[src/rtl/multdiv_pkg.sv]
// Shared types and constants for the multiply/divide sequencer.
// The state encoding lives here so the sequencer and any observers agree on it.
package multdiv_pkg;

  localparam int MD_CYCLES = 32;
  localparam int MD_ITER_W = 6;

  typedef enum logic [2:0] {
    MD_IDLE = 3'd0,
    MD_LOAD = 3'd1,
    MD_RUN  = 3'd2,
    MD_DONE = 3'd3,
    MD_EXC  = 3'd4
  } md_state_t;

  // A divide with a zero divisor never reaches the datapath.
  function automatic logic is_div_by_zero(input logic is_div, input logic divisor_zero);
    return is_div & divisor_zero;
  endfunction

endpackage

[src/rtl/multdiv_sequencer_iter_counter.sv]
// Iteration index counter for the multiply/divide sequencer.
// Clear has priority over enable; the terminal flag is a plain compare on the count.
module iter_counter
  import multdiv_pkg::*;
#(
  parameter int unsigned TERMINAL = MD_CYCLES
) (
  input  logic                 clock,
  input  logic                 reset,
  input  logic                 clear,
  input  logic                 enable,
  output logic [MD_ITER_W-1:0] count,
  output logic                 terminal
);

  localparam logic [MD_ITER_W-1:0] TC = MD_ITER_W'(TERMINAL);

  always_ff @(posedge clock) begin
    if (reset || clear) begin
      count <= '0;
    end else if (enable) begin
      count <= count + 1'b1;
    end
  end

  assign terminal = (count == TC);

endmodule

[src/rtl/multdiv_sequencer.sv]
// Sequencer in front of the iterative multiply/divide datapaths: latches operands,
// strobes the datapath load, counts iterations and captures the result.
//
//   state   | meaning
//   --------+----------------------------------------------------------
//   IDLE    | waiting for ctrl_MULT/ctrl_DIV; not busy
//   LOAD    | counter_zero high, datapath loads its initial state
//   RUN     | iter_count 1..CYCLES, datapath iterating
//   DONE    | datapath result valid; captured on the exit edge
//   EXC     | divide by zero; result forced to 0 with exception
module multdiv_sequencer
  import multdiv_pkg::*;
#(
  parameter int WIDTH  = 32,
  parameter int CYCLES = MD_CYCLES
) (
  input  logic                 clock,
  input  logic                 reset,
  input  logic                 ctrl_MULT,
  input  logic                 ctrl_DIV,
  input  logic [WIDTH-1:0]     data_operandA,
  input  logic [WIDTH-1:0]     data_operandB,
  input  logic [WIDTH-1:0]     unit_result,
  input  logic                 unit_ovf,
  output logic [WIDTH-1:0]     unit_operandA,
  output logic [WIDTH-1:0]     unit_operandB,
  output logic                 unit_is_div,
  output logic                 counter_zero,
  output logic [MD_ITER_W-1:0] iter_count,
  output logic [WIDTH-1:0]     data_result,
  output logic                 data_exception,
  output logic                 data_resultRDY,
  output logic                 busy
);

  md_state_t state;
  logic      start;
  logic      cnt_clear;
  logic      cnt_enable;
  logic      cnt_terminal;

  assign start = ctrl_DIV | ctrl_MULT;

  // Count from 1 on the LOAD exit edge, freeze at CYCLES, drop to 0 once DONE ends.
  assign cnt_enable = (state == MD_LOAD) || ((state == MD_RUN) && !cnt_terminal);
  assign cnt_clear  = (state == MD_IDLE) || (state == MD_DONE) || (state == MD_EXC);

  iter_counter #(
    .TERMINAL (CYCLES)
  ) u_iter_counter (
    .clock    (clock),
    .reset    (reset),
    .clear    (cnt_clear),
    .enable   (cnt_enable),
    .count    (iter_count),
    .terminal (cnt_terminal)
  );

  always_ff @(posedge clock) begin
    if (reset) begin
      state          <= MD_IDLE;
      unit_operandA  <= '0;
      unit_operandB  <= '0;
      unit_is_div    <= 1'b0;
      counter_zero   <= 1'b0;
      data_result    <= '0;
      data_exception <= 1'b0;
      data_resultRDY <= 1'b0;
      busy           <= 1'b0;
    end else begin
      data_resultRDY <= 1'b0;
      unique case (state)
        MD_IDLE: begin
          if (start) begin
            unit_operandA <= data_operandA;
            unit_operandB <= data_operandB;
            unit_is_div   <= ctrl_DIV;
            busy          <= 1'b1;
            if (is_div_by_zero(ctrl_DIV, data_operandB == '0)) begin
              state <= MD_EXC;
            end else begin
              state        <= MD_LOAD;
              counter_zero <= 1'b1;
            end
          end
        end
        MD_LOAD: begin
          counter_zero <= 1'b0;
          state        <= MD_RUN;
        end
        MD_RUN: begin
          if (cnt_terminal) begin
            state <= MD_DONE;
          end
        end
        MD_DONE: begin
          data_result    <= unit_result;
          data_exception <= unit_is_div ? 1'b0 : unit_ovf;
          data_resultRDY <= 1'b1;
          busy           <= 1'b0;
          state          <= MD_IDLE;
        end
        MD_EXC: begin
          data_result    <= '0;
          data_exception <= 1'b1;
          data_resultRDY <= 1'b1;
          busy           <= 1'b0;
          state          <= MD_IDLE;
        end
        default: begin
          state        <= MD_IDLE;
          busy         <= 1'b0;
          counter_zero <= 1'b0;
        end
      endcase
    end
  end

endmodule

[config.mk]
export PLATFORM = sky130hd
export DESIGN_NAME = multdiv_sequencer
export DESIGN_NICKNAME = d
export VERILOG_FILES = /design/src/rtl/multdiv_pkg.sv /design/src/rtl/multdiv_sequencer_iter_counter.sv /design/src/rtl/multdiv_sequencer.sv
export SDC_FILE = /design/constraint.sdc
export NUM_CORES = 1
export LEC_CHECK = 0
export BUFFER_PORTS_ARGS = -buffer_cell sky130_fd_sc_hd__buf_2
export CAP_MARGIN = 20
export CORE_UTILIZATION = 45
export CTS_CLUSTER_SIZE = 16
export DETAILED_ROUTE_END_ITERATION = 10
export PLACE_DENSITY = 0.8
export SETUP_SLACK_MARGIN = 0.1
export SLEW_MARGIN = 20
export SYNTH_ARGS = -nofsm -noshare
export SYNTH_HDL_FRONTEND = slang
export SYNTH_SLANG_ARGS = --single-unit
[constraint.sdc]
create_clock -name clock -period 1.9 [get_ports clock]
set_input_delay 0.285 -clock clock [delete_from_list [all_inputs] [get_ports clock]]
set_output_delay 0.285 -clock clock [all_outputs]
set_load 0.03 [all_outputs]
# After elaboration in Yosys (flattened, before gate mapping)
# Index checks and enable logic that the tools add are counted.
[totals] out_inout_bits=107 mem_bits_ro=0 wordCells=52 ff_bits=110 ramBits=0 latch_bits=0 memories=0
[classes] shifts=0 n_mux=13 n_eq_ne=8 n_div=0 n_addsub=1 reduce_logical=16 mul=0 bitwise_logic=4 order_cmp=0
[op_table] cell="32-bit case mux with 2 select lines" count=1
[op_table] cell="32-bit logical NOT" count=1
[op_table] cell="3-bit two-way mux" count=3
[op_table] cell="3-bit case mux with 3 select lines" count=1
[op_table] cell="6-bit by 1-bit adder with 6-bit output (second input constant)" count=1
[op_table] cell="3-bit by 2-bit equality test with 1-bit output (second input constant)" count=2
[op_table] cell="6-bit equality test (second input constant)" count=1
[op_table] cell="2-bit != test (second input constant)" count=3
[op_table] cell="1-bit case mux with 2 select lines" count=3
[op_table] cell="2-bit AND reduction" count=3
[op_table] cell="1-bit two-way mux" count=5
[op_table] cell="1-bit logical OR" count=4
[op_table] cell="2-bit OR reduction" count=2
[op_table] cell="3-bit by 1-bit equality test with 1-bit output (second input constant)" count=1
[op_table] cell="3-bit equality test (second input constant)" count=1
[op_table] cell="3-bit logical NOT" count=1
[op_table] cell="3-bit AND reduction" count=1
[op_table] cell="3-bit OR reduction" count=1
[op_table] cell="1-bit inverter" count=2
[op_table] cell="2-bit nonzero test" count=1
[op_table] cell="1-bit AND" count=1
[op_table] cell="1-bit logical AND" count=1
[op_table] cell="1-bit logical NOT" count=1
[op_table] cell="1-bit OR" count=1

# Logic depth before layout (Yosys ltp)
# Gate-level depths: netlist (run 1).
[depth] depth_word=5 mapped_depth=7

# By module
# A second synthesis (run 1) with hierarchy kept.
[hier_totals] cells_unflattened=473 area_unflattened_um2=4124.0
[modules_own_cells] mod="multdiv_sequencer" instances=1 area_each_um2=3841.2 cells_per_inst=442
[modules_own_cells] mod="iter_counter" instances=1 area_each_um2=282.8 cells_per_inst=31

# Worst setup path after synthesis (run 1)
# OpenSTA, ideal clock, no wires.
[synth_timing] path_kind="register -> register" startpoint="register u_iter_counter.count[0]" endpoint="register u_iter_counter.count[3]" slack_ns=-0.070 n_path_buf=1 required_ns=1.830 synth_period_minus_slack_ns=1.970 arrival_ns=1.900 setup_ns=0.070 stages_incl_launch_ff=8 cell_sequence="dfxtp_1 -> inv_1 -> ha_1 -> nor2b_1 -> a311o_1 -> buf_6 -> or3_1 -> a21oi_1"
[synth_via] elab_chain_len=4 word_cells_on_any_way=5
[synth_lines] element="start: declaration" line_no="multdiv_sequencer_iter_counter.sv:12" text="output logic [MD_ITER_W-1:0] count,"
[synth_lines] element="start signal: assignment" line_no="multdiv_sequencer_iter_counter.sv:22" text="count <= count + 1'b1;"
[synth_lines] element="parallel branches: the longest is 4 deep, another holds 6-bit by 1-bit adder with 6-bit output"
# Several ways; the timed one is not identified.
# A chain may end at the register's enable or synchronous reset.

# Worst setup path after layout (run 1)
[layout_timing] startpoint="register u_iter_counter.count[0]" endpoint="register u_iter_counter.count[4]"
# The elaborated chain is that of the path after synthesis.

==> impl_metrics.env, run 1 <==
export IMPL_cts_root_buf="sky130_fd_sc_hd__clkbuf_8"
export IMPL_critical_path_endpoint="u_iter_counter.count[4]"
export IMPL_numClockSinks=110
export IMPL_power_per_cell_area_nw_per_um2=1480
export IMPL_topRoutingLayerUsed="met4"
export IMPL_gr_total_overflow=0
export IMPL_setup_viol=0
export IMPL_synth_distinct_cells=32
export IMPL_power_clock_fraction=0.162
export IMPL_detailedPlacementHpwl_mm=7.69
export IMPL_grt_antenna_before_repair=0
export IMPL_synth_largest_area_cell="sky130_fd_sc_hd__dfxtp_1"
export IMPL_clkTransAtPathRegs_ns=0.11
export IMPL_multiInputGateArea_um2=1650
export IMPL_worst_path_stages=6
export IMPL_min_path_cells=3
export IMPL_core_um2=8680
export IMPL_maxCapViolCount=0
export IMPL_route_vias_total=4053
export IMPL_rrSetupSlack_ns=0.15
export IMPL_clock_tree_buf_depth=2
export IMPL_synth_instances=481
export IMPL_critPathArrivalTime_ns=2.05
export IMPL_global_route_wire_length_before_repair_mm=15.4
export IMPL_final_seq_area_um2=2210
export IMPL_totalNegativeSetupSlack_ns=0
export IMPL_flow_area_growth_from_synthesis_pct=33.4
export IMPL_std_cell_rows=34
export IMPL_finalMaxSlewViolations=0
export IMPL_fmax_mhz=570
export IMPL_initial_core_util=0.461
export IMPL_routed_wire_length_per_instance_um=13.7
export IMPL_worst_endpoint_required_ns=2.20
export IMPL_cp_num_buf_inv=1
export IMPL_totalWireLength_mm=10.8
export IMPL_met2_wirelength_mm=5.46
export IMPL_worstMarginPinSlew_ns=0.529
export IMPL_post_cts_setup_buffer_count=0
export IMPL_antenna_left=0
export IMPL_worst_hold_path_type="in -> reg"
export IMPL_cp_start_kind="flip-flop"
export IMPL_crit_fanout=5
export IMPL_die_w_um=96.3
export IMPL_grt_pass1_vias=3446
export IMPL_endpoint_kind="flip-flop"
export IMPL_synth_top_area_share=0.550
export IMPL_timing_setup_critical_path_class="reg -> reg"
export IMPL_post_synthesis_register_bit_count=110
export IMPL_clock_latency_ns=0.36
export IMPL_fp_dieH_um=96.3
export IMPL_share_seq_of_total_power=0.396
export IMPL_final_min_clock_period_ns=1.75
export IMPL_path_cells="inv_1 -> ha_1 -> nor2b_1 -> a311o_2 -> or3_1 -> a21oi_1"
export IMPL_cts_tree="built"
export IMPL_hold_viol=0
export IMPL_grt_max_degree=65
export IMPL_syn_nets=584
export IMPL_result_of_the_run="complete, no violations"
export IMPL_switching_share=0.439
export IMPL_post_place_ws_ns=0.124
export IMPL_peakVddDrop_mv=0.556
export IMPL_internal_power_w=0.00442
export IMPL_p_comb_frac=0.442
export IMPL_worst_clock_skew_ns=0.0115
export IMPL_finalCoreUtilization=0.615
export IMPL_design_die_area_um2=9280
export IMPL_critical_path_top_delay_family="simple AND/OR/NAND/NOR gates"
export IMPL_route_detailed_drc=0
export IMPL_routed_via_density=5.15
export IMPL_yosys_top_cells_area="sky130_fd_sc_hd__dfxtp_1, sky130_fd_sc_hd__nand2_1, sky130_fd_sc_hd__a21oi_1"
export IMPL_power_total_w=0.00789
export IMPL_final_min_period_over_clock_period=0.923
export IMPL_post_synth_cell_area_avg_um2=8.32
export IMPL_ctsHtreeMaxLevel=3
export IMPL_setup_worst_path_start="u_iter_counter.count[0]"
export IMPL_wirelength_met1_mm=4.41
export IMPL_routed_wl_met3_um=849
export IMPL_fillerInstances=755
export IMPL_layout_drive_gt1_share=0.352
export IMPL_first_iter_violations=140
export IMPL_launching_point_of_the_worst_reg2reg_path="u_iter_counter.count[0]"
export IMPL_critical_path_s_largest_stage_delay_ns=0.38
export IMPL_ys_seq_area_frac=0.550
export IMPL_antenna_cells=0
export IMPL_syn_cell_area_um2=4000
export IMPL_rsz0062_at_grt="false"
export IMPL_power_leakage_nw=2.49
export IMPL_fin_nets=777
export IMPL_gp_congestion=0.800
export IMPL_global_route_usage_total=0.214
export IMPL_switching_pwr_w=0.00346
export IMPL_worst_r2r_endpoint="u_iter_counter.count[4]"
export IMPL_numPortBuffers=207
export IMPL_yosys_warnings=0
export IMPL_cts_buf_count=9
export IMPL_drt_pass1_iter_count=5
export IMPL_worst_path_max_delay_cell="sky130_fd_sc_hd__dfxtp_4"
export IMPL_worst_slew_margin_rel=0.646
export IMPL_final_critical_path_setup_slack_ns=0.147
export IMPL_io_pins=208
export IMPL_count_of_cells_along_the_worst_register_to_register_path=6
how the worst min path moves through the flow:
| stage | start | to | slack [ns] |
|---|---|---|---|
| after CTS | data_operandA[22] | unit_operandA[22] | 0.13 |
| final | data_operandA[22] | unit_operandA[22] | 0.15 |
| after global routing | data_operandA[20] | unit_operandA[20] | 0.13 |
| after detailed placement | unit_operandA[23] | unit_operandA[23] | 0.44 |
| after global placement | unit_operandA[22] | unit_operandA[22] | 0.44 |
| after floorplan | data_operandA[0] | unit_operandA[0] | 0.42 |
state kept, by name (all words and copies together), names as in the netlist:
register	flops
state	3
unit_operandB	32
data_exception	1
data_resultRDY	1
u_iter_counter.count	6
counter_zero	1
busy	1
unit_is_div	1
data_result	32
unit_operandA	32
per-stage QoR:
step | std cells | instance area, µm² | hold slack (ns)
after floorplan | 481 | 4010 | 0.421
after global placement | 770 | 5150 | 0.439
after detailed placement | 770 | 5150 | 0.443
after CTS | 786 | 5320 | 0.127
after global routing | 787 | 5340 | 0.130
final | 787 | 5340 | 0.148
synth_stat cells:
cell and instances:
sky130_fd_sc_hd__nand2_1 134, sky130_fd_sc_hd__a21oi_2 1, sky130_fd_sc_hd__buf_4 1, sky130_fd_sc_hd__ha_1 2
sky130_fd_sc_hd__a21oi_1 71, sky130_fd_sc_hd__nand3_1 5, sky130_fd_sc_hd__inv_1 3, sky130_fd_sc_hd__nand2b_1 1
sky130_fd_sc_hd__a2bb2oi_1 2, sky130_fd_sc_hd__a211oi_1 2, sky130_fd_sc_hd__nor3b_1 1, sky130_fd_sc_hd__dfxtp_1 110
sky130_fd_sc_hd__nor4b_1 1, sky130_fd_sc_hd__or2_2 1, sky130_fd_sc_hd__nor4_1 8, sky130_fd_sc_hd__nor2b_1 1
sky130_fd_sc_hd__a311o_1 1, sky130_fd_sc_hd__buf_2 9, sky130_fd_sc_hd__xnor2_1 2, sky130_fd_sc_hd__and2_1 1
sky130_fd_sc_hd__buf_6 2, sky130_fd_sc_hd__nor2_1 40, sky130_fd_sc_hd__o21ai_0 8, sky130_fd_sc_hd__nor3_4 1
sky130_fd_sc_hd__and4_1 1, sky130_fd_sc_hd__clkbuf_1 23, sky130_fd_sc_hd__and3b_1 1, sky130_fd_sc_hd__or3_1 6
sky130_fd_sc_hd__nor3_1 5, sky130_fd_sc_hd__o21ai_1 1, sky130_fd_sc_hd__nand4_1 2, sky130_fd_sc_hd__a22oi_1 34
power by group through the flow:
stage / clock (W) / combinational (W) / sequential [W]
after CTS: 0.00132 / 0.00346 / 0.00312
after global routing: 0.00141 / 0.00380 / 0.00319
after global placement: 0 / 0.00339 / 0.00314
after detailed placement: 0 / 0.00346 / 0.00317
final: 0.00128 / 0.00349 / 0.00312
after floorplan: 0 / 0.00157 / 0.00407
cell usage in the layout, fill, tap and decap left out, types with 2 or more instances in the layout:
cell type / count
sky130_fd_sc_hd__xnor2_1: 2
sky130_fd_sc_hd__nand4_1: 2
sky130_fd_sc_hd__nor2_1: 40
sky130_fd_sc_hd__clkinv_2: 2
sky130_fd_sc_hd__a21oi_2: 2
sky130_fd_sc_hd__buf_12: 4
sky130_fd_sc_hd__or3_1: 6
sky130_fd_sc_hd__clkbuf_8: 9
sky130_fd_sc_hd__ha_1: 2
sky130_fd_sc_hd__nor3_1: 5
sky130_fd_sc_hd__a21oi_1: 70
sky130_fd_sc_hd__nand3_1: 5
sky130_fd_sc_hd__inv_6: 3
sky130_fd_sc_hd__a2bb2oi_1: 2
sky130_fd_sc_hd__o21ai_0: 8
sky130_fd_sc_hd__nor4_1: 8
sky130_fd_sc_hd__inv_1: 3
sky130_fd_sc_hd__dfxtp_1: 108
sky130_fd_sc_hd__a22oi_1: 34
sky130_fd_sc_hd__dfxtp_4: 2
sky130_fd_sc_hd__nand2_1: 134
sky130_fd_sc_hd__buf_4: 6
sky130_fd_sc_hd__a211oi_1: 2
sky130_fd_sc_hd__buf_2: 206
what timing repair did:
item	4_1_cts	5_1_grt
setup endpoints to repair	0	4
hold buffers	0	0
gates resized for setup	0	2
cell type report:
type	instances	share of cell area
Clock inverter	6	0.00820
Multi-Input combinational cell	334	0.310
Timing Repair Buffer	216	0.217
Clock buffer	10	0.0239
Tap cell	108	0.0253
Inverter	3	0.00211
Sequential cell	110	0.414
routing by layer:
layer	vias up	global-route usage
li1	2012	-
met1	1874	0.251
met5	-	0
met3	4	0.0561
met4	0	0.0723
met2	163	0.379
worst reg2reg max path, delay by kind of cell (launching register included):
kind | cells | cell delay, ns
buffers and inverters | 1 | 0.06
AOI/OAI and AO/OA | 2 | 0.52
and+or+nand+nor | 2 | 0.55
adders and majority gates | 1 | 0.19
DFF | 1 | 0.38
kinds of logic (layout without fill, tap and decap cells):
group,Yosys count,count (layout),synth area share
AOI/OAI and AO/OA,120,121,0.177
xor gates and xnor gates,2,2,0.00438
adders and majority gates,2,2,0.00625
buffers and inverters,38,235,0.0431
DFF,110,110,0.550
and+or+nand+nor,209,209,0.219
Note: power is estimated with default switching activity, not from simulation.
==> run 2, diff against run 1 <==
- ABC_AREA: unset -> 1
- CORE_UTILIZATION: 45 -> 46
==> run 2 against run 1 <==
Effect of this change: highest routed layer unchanged; critical path type unchanged; critical path depth is 1 higher; register-to-register slack better by 0.15 ns; the flow now finishes with violations (DRC); critical endpoint is now unit_operandA[22]; flip-flop and latch count stayed put; utilization is 1.3 points higher.
==> impl_metrics.env, run 2 <==
export IMPL_rsz0062_at_grt="false"
export IMPL_most_numerous_cell_in_the_yosys_netlist="sky130_fd_sc_hd__nand2_1"
export IMPL_core_um2=8810
export IMPL_ys_seq_area_frac=0.519
export IMPL_detailedPlacementHpwl_mm=8.30
export IMPL_synth_top_area_share=0.519
export IMPL_io_pins=208
export IMPL_timing_setup_critical_path_class="reg -> reg"
export IMPL_layout_drive_gt1_share=0.349
export IMPL_yosys_area_share_simple=0.263
export IMPL_rrSetupSlack_ns=0.30
export IMPL_cts_root_buf="sky130_fd_sc_hd__clkbuf_8"
export IMPL_holdBufCountCts=0
export IMPL_cp_start_kind="flip-flop"
export IMPL_antenna_left=0
export IMPL_share_seq_of_total_power=0.474
export IMPL_switching_share=0.335
export IMPL_leading_registers_by_flop_count="data_result (32), unit_operandA (32), unit_operandB (32)"
export IMPL_synth_instances=547
export IMPL_yosys_warnings=0
export IMPL_routed_wire_length_per_instance_um=13.2
export IMPL_endpoint_kind="flip-flop"
export IMPL_result_of_the_run="finished, violations left"
export IMPL_fmax_mhz=625
export IMPL_post_synth_fa_ha_maj_area_fraction=0.00590
export IMPL_power_clock_fraction=0.264
export IMPL_post_place_ws_ns=0.225
export IMPL_number_of_instances_resized_during_post_cts_repair=0
export IMPL_route_vias_total=4262
export IMPL_final_min_period_over_clock_period=0.843
export IMPL_failed_checks="DRC"
export IMPL_numPortBuffers=207
export IMPL_clkTransAtPathRegs_ns=0.10
export IMPL_maxCapViolCount=0
export IMPL_internal_power_w=0.00368
export IMPL_hold_viol=0
export IMPL_grt_antenna_before_repair=0
export IMPL_crit_fanout=63
export IMPL_cp_num_buf_inv=2
export IMPL_yosys_most_used_dff="sky130_fd_sc_hd__dfxtp_1"
export IMPL_critical_path_top_delay_family="buffers and inverters"
export IMPL_post_cts_setup_buffer_count=0
export IMPL_finalMaxSlewViolations=0
export IMPL_min_path_cells=3
export IMPL_global_route_usage_total=0.232
export IMPL_first_iter_violations=146
export IMPL_std_cell_rows=34
export IMPL_critPathArrivalTime_ns=1.89
export IMPL_synth_xor_xnor_area_share=0.00413
export IMPL_post_synth_cell_area_avg_um2=7.75
export IMPL_antenna_cells=0
export IMPL_global_route_wire_length_before_repair_mm=18.1
export IMPL_clock_tree_buf_depth=2
export IMPL_totalNegativeSetupSlack_ns=0
export IMPL_power_leakage_nw=2.59
export IMPL_design_die_area_um2=9610
export IMPL_fp_dieH_um=98.0
export IMPL_min_delay_start="data_operandA[29]"
export IMPL_fin_nets=843
export IMPL_flow_area_growth_from_synthesis_pct=30.4
export IMPL_synthesized_area_fraction_occupied_by_ao_oa_aoi_and_oai_cells=0.145
export IMPL_worstMarginPinSlew_ns=0.614
export IMPL_drt_pass1_iter_count=7
export IMPL_syn_nets=650
export IMPL_synth_largest_area_cell="sky130_fd_sc_hd__dfxtp_1"
export IMPL_cts_tree="built"
export IMPL_grt_pass1_vias=4024
export IMPL_layout_common_cells="sky130_fd_sc_hd__buf_2, sky130_fd_sc_hd__nand2_1, sky130_fd_sc_hd__dfxtp_1, sky130_fd_sc_hd__a21oi_1, sky130_fd_sc_hd__nand3_1"
export IMPL_numClockSinks=110
export IMPL_worst_clock_skew_ns=0.0142
export IMPL_routed_via_density=5.01
export IMPL_place_inst=837
export IMPL_finalCoreUtilization=0.628
export IMPL_p_comb_frac=0.262
export IMPL_netlist_top_cells_count="sky130_fd_sc_hd__nand2_1, sky130_fd_sc_hd__dfxtp_1, sky130_fd_sc_hd__a21oi_1, sky130_fd_sc_hd__nand3_1, sky130_fd_sc_hd__nor2_1"
export IMPL_worst_r2r_endpoint="unit_operandA[22]"
export IMPL_asyncSetResetFlopFracSynth=0
export IMPL_post_synthesis_register_bit_count=110
export IMPL_switching_pwr_w=0.00185
export IMPL_synth_enable_flop_cells=0
export IMPL_route_detailed_drc=14
export IMPL_initial_core_util=0.482
export IMPL_final_min_clock_period_ns=1.60
export IMPL_setup_viol=0
export IMPL_fin_cells=850
export IMPL_final_critical_path_setup_slack_ns=0.299
export IMPL_cts_buf_count=9
export IMPL_fillerInstances=766
export IMPL_worstHoldEndpoint="unit_operandA[29]"
export IMPL_power_per_cell_area_nw_per_um2=1000
export IMPL_count_of_cells_along_the_worst_register_to_register_path=7
export IMPL_die_w_um=98.0
export IMPL_gp_congestion=0.787
export IMPL_final_common_cell="sky130_fd_sc_hd__buf_2"
export IMPL_worst_slew_margin_rel=0.591
export IMPL_worst_path_max_delay_cell="sky130_fd_sc_hd__buf_4"
export IMPL_clock_latency_ns=0.36
export IMPL_launching_point_of_the_worst_reg2reg_path="state[0]"
export IMPL_worst_path_stages=7
export IMPL_synth_distinct_cells=29
export IMPL_power_total_w=0.00553
export IMPL_peakVddDrop_mv=0.568
export IMPL_path_cells="nor2_4 -> nand2_2 -> inv_2 -> nand2_4 -> buf_4 -> nand2_1 -> a21oi_2"
export IMPL_totalWireLength_mm=11.2
export IMPL_syn_cell_area_um2=4240
export IMPL_grt_max_degree=67
export IMPL_yosys_top_cells_area="sky130_fd_sc_hd__dfxtp_1, sky130_fd_sc_hd__nand2_1, sky130_fd_sc_hd__a21oi_1"
export IMPL_synth_top_family_by_area="simple AND/OR/NAND/NOR gates"
export IMPL_ctsHtreeMaxLevel=3
export IMPL_worst_endpoint_required_ns=2.19
export IMPL_critical_path_s_largest_stage_delay_ns=0.51
export IMPL_gr_total_overflow=0
export IMPL_synth_mux_area_fraction=0
export IMPL_worst_hold_path_type="in -> reg"
run 2: cell count changes after synthesis, sizes merged, moves of 8 or more:
cell | before | now
nor2 | 40 | 27
buf | 12 | 21
nor4 | 8 | 0
nand3 | 5 | 40
nand2 | 134 | 187
clkbuf | 23 | 12
a21oi | 72 | 108
a22oi | 34 | 0
inv | 3 | 21
run 2: how the worst max path moves through the flow:
stage	end	startpoint	slack, ns
4_1_cts	unit_operandA[22]	state[2]	0.31
3_3_place_gp	unit_operandA[21]	ctrl_DIV	0.27
5_1_grt	unit_operandA[19]	state[1]	0.15
6_report	unit_operandA[22]	state[0]	0.30
3_5_place_dp	unit_operandA[24]	ctrl_DIV	0.23
2_1_floorplan	u_iter_counter.count[3]	u_iter_counter.count[0]	0.45
run 2: cell families after synthesis:
group                      after synthesis
and+or+nand+nor                        263
AOI/OAI and AO/OA                      115
DFF                                    110
buffers and inverters                   55
xor gates and xnor gates                 2
adders and majority gates                2
run 2: worst register-to-register path, cell delays in order (launching register included):
cell and delay, ns:
sky130_fd_sc_hd__dfxtp_1 0.43, sky130_fd_sc_hd__nor2_4 0.06, sky130_fd_sc_hd__nand2_2 0.10, sky130_fd_sc_hd__inv_2 0.07, sky130_fd_sc_hd__nand2_4 0.06, sky130_fd_sc_hd__buf_4 0.51, sky130_fd_sc_hd__nand2_1 0.16, sky130_fd_sc_hd__a21oi_2 0.16
run 2: routing by layer:
layer  share of wire  vias up  track usage
met2            0.50      167        0.423
met4           0.014        0       0.0711
met5               0        -            0
met3           0.084       15       0.0687
li1                -     2146            -
met1            0.40     1934        0.259
run 2: stage by stage:
stage,hold slack (ns),area (µm²)
floorplan,0.421,4240
global placement,0.443,5330
detailed placement,0.450,5330
CTS,0.143,5530
global route,0.146,5530
finish,0.162,5530
run 2: power by group through the flow:
stage | sequential, W | clock, W | combinational [W]
final | 0.00262 | 0.00146 | 0.00145
after global placement | 0.00267 | 0 | 0.00142
after floorplan | 0.00307 | 0 | 0.000616
after global routing | 0.00265 | 0.00158 | 0.00157
after detailed placement | 0.00267 | 0 | 0.00145
after CTS | 0.00262 | 0.00149 | 0.00146
run 2: final cells by class:
cell class                 instances  area [µm²]  area share
multi-input combinational        382        1770       0.321
clock buffer                       9         124      0.0224
timing repair buffer             215        1140       0.205
clock inverter                     4        75.1      0.0136
tap                              108         135      0.0244
inverter                          22        83.8      0.0152
sequential                       110        2200       0.398
==> run 3, diff against run 2 <==
- ABC_AREA: 1 -> 0
- CORE_UTILIZATION: 46 -> 45
- clock period: 1.9 -> 1.6 ns (I/O delays scaled with it)
==> run 3 against run 2 <==
Effect of this change: the flow now finishes without violations; non-clock buffer count rose by 21; via count is 0.99% lower; utilization increased by 2.5 points; first-iteration DRC count up 21%; clock power is 5% higher; routed wire length is 3.5% higher; setup slack got worse by 0.27 ns; die area decreased by 3.5%; largest power group is now combinational cells; global-route usage hardly changed; critical endpoint is now u_iter_counter.count[3]; largest cell class unchanged.
==> impl_metrics.env, run 3 (synthesized netlist as in run 1, its figures left out) <==
export IMPL_result_of_the_run="complete, no violations"
export IMPL_rsz0062_at_grt="true"
export IMPL_numPortBuffers=207
export IMPL_route_detailed_drc=0
export IMPL_peakVddDrop_mv=0.989
export IMPL_grt_max_degree=54
export IMPL_finalCoreUtilization=0.653
export IMPL_final_min_period_over_clock_period=0.985
export IMPL_cts_buf_count=9
export IMPL_design_die_area_um2=9280
export IMPL_drt_pass1_iter_count=4
export IMPL_worstMarginPinSlew_ns=0.551
export IMPL_fin_nets=796
export IMPL_clock_latency_ns=0.37
export IMPL_antenna_cells=0
export IMPL_fp_dieH_um=96.3
export IMPL_gr_total_overflow=0
export IMPL_fillerInstances=725
export IMPL_launching_point_of_the_worst_reg2reg_path="u_iter_counter.count[1]"
export IMPL_cts_root_buf="sky130_fd_sc_hd__clkbuf_8"
export IMPL_maxCapViolCount=0
export IMPL_topRoutingLayerUsed="met4"
export IMPL_crit_fanout=6
export IMPL_power_per_cell_area_nw_per_um2=1830
export IMPL_layout_drive_gt1_share=0.400
export IMPL_initial_core_util=0.461
export IMPL_routed_via_density=5.24
export IMPL_ctsHtreeMaxLevel=3
export IMPL_met2_wirelength_mm=5.90
export IMPL_fmax_mhz=635
export IMPL_power_leakage_nw=2.66
export IMPL_endpoint_kind="flip-flop"
export IMPL_std_cell_rows=34
export IMPL_totalWireLength_mm=11.6
export IMPL_grt_pass1_vias=3619
export IMPL_clock_tree_buf_depth=2
export IMPL_clkTransAtPathRegs_ns=0.10
export IMPL_final_common_cell="sky130_fd_sc_hd__buf_2"
export IMPL_first_iter_violations=177
export IMPL_die_w_um=96.3
export IMPL_layout_common_cells="sky130_fd_sc_hd__buf_2, sky130_fd_sc_hd__nand2_1, sky130_fd_sc_hd__dfxtp_1, sky130_fd_sc_hd__a21oi_1, sky130_fd_sc_hd__nor2_1"
export IMPL_setup_worst_path_start="u_iter_counter.count[1]"
export IMPL_route_vias_total=4220
export IMPL_final_min_clock_period_ns=1.58
export IMPL_antenna_left=0
export IMPL_finalMaxSlewViolations=0
export IMPL_final_critical_path_setup_slack_ns=0.0241
export IMPL_critPathArrivalTime_ns=1.88
export IMPL_flow_area_growth_from_synthesis_pct=41.6
export IMPL_wirelength_met1_mm=4.64
export IMPL_worst_endpoint_required_ns=1.90
export IMPL_worst_hold_path_type="in -> reg"
export IMPL_gp_congestion=0.852
export IMPL_post_place_ws_ns=-0.0449
export IMPL_worst_clock_skew_ns=0.00664
export IMPL_routed_wl_met3_um=869
export IMPL_setup_viol=0
export IMPL_routed_wire_length_per_instance_um=14.4
export IMPL_global_route_wire_length_before_repair_mm=16.5
export IMPL_worst_slew_margin_rel=0.633
export IMPL_detailedPlacementHpwl_mm=7.51
export IMPL_hold_viol=0
export IMPL_core_um2=8680
export IMPL_global_route_usage_total=0.232
export IMPL_numClockSinks=110
export IMPL_cp_start_kind="flip-flop"
export IMPL_timing_setup_critical_path_class="reg -> reg"
export IMPL_min_delay_start="reset"
export IMPL_io_pins=208
export IMPL_grt_antenna_before_repair=0
export IMPL_cts_tree="built"
export IMPL_leading_registers_by_flop_count="data_result (32), unit_operandA (32), unit_operandB (32)"
run 3: cell types whose count changed in the layout (fill, tap and decap cells not counted), moves of 14 or more:
cell | before | now
sky130_fd_sc_hd__nand3_1 | 39 | 5
sky130_fd_sc_hd__a22oi_1 | 0 | 34
sky130_fd_sc_hd__nand2_2 | 14 | 0
sky130_fd_sc_hd__inv_1 | 19 | 1
sky130_fd_sc_hd__a21oi_1 | 98 | 65
sky130_fd_sc_hd__nand2_1 | 172 | 134
sky130_fd_sc_hd__nor2_1 | 26 | 40
run 3: layout make-up:
type | count | area (µm²) | share of cell area
Inverter | 3 | 16.3 | 0.00287
Sequential cell | 110 | 2220 | 0.391
Tap cell | 108 | 135 | 0.0238
Clock buffer | 10 | 128 | 0.0225
Multi-Input combinational cell | 333 | 1720 | 0.303
Clock inverter | 6 | 45.0 | 0.00795
Timing Repair Buffer | 236 | 1410 | 0.249
run 3: routing by layer:
metal	up-vias	track usage
met3	20	0.0648
met1	1991	0.268
met4	0	0.0956
li1	2053	-
met2	156	0.402
met5	-	0
run 3: path summary, 6_finish.rpt:
check	end	slack [ns]	cells past startpoint
hold / removal	state[1]	0.09	2
setup / recovery	u_iter_counter.count[3]	0.02	6
hold reg to reg	unit_operandB[19]	0.46	2
setup reg to reg	u_iter_counter.count[3]	0.02	6
run 3: per-stage QoR:
step                      TNS, ns  hold WS [ns]  cells  total power (W)  area [µm²]
after global routing      -0.0366        0.0809    806           0.0110        5670
after detailed placement   -0.140         0.444    776          0.00791        5200
after floorplan           -0.0603         0.376    481          0.00672        4020
after global placement     -0.115         0.439    776          0.00779        5200
final                           0        0.0898    806           0.0104        5670
after CTS                 -0.0343        0.0715    802          0.00997        5520
run 3: critical path, cell delays in order, from the launching register on:
cell and delay [ns]:
sky130_fd_sc_hd__dfxtp_4 0.37, sky130_fd_sc_hd__inv_4 0.04, sky130_fd_sc_hd__ha_4 0.14, sky130_fd_sc_hd__nor2b_4 0.12, sky130_fd_sc_hd__a311o_2 0.37, sky130_fd_sc_hd__or3_4 0.35
sky130_fd_sc_hd__a21oi_2 0.12
run 3: power by group:
group          internal, W  switching [W]
clock             0.000581       0.000956
sequential         0.00336       0.000351
combinational      0.00197        0.00313
total              0.00591        0.00444
run 3: repair_timing:
action                                  CTS  global route
pin swaps                                 4             4
hold buffers                              0             0
endpoints found under the setup margin    5            83
gates cloned                              2             3
gates resized for setup                  14            22
setup buffers                             8             1
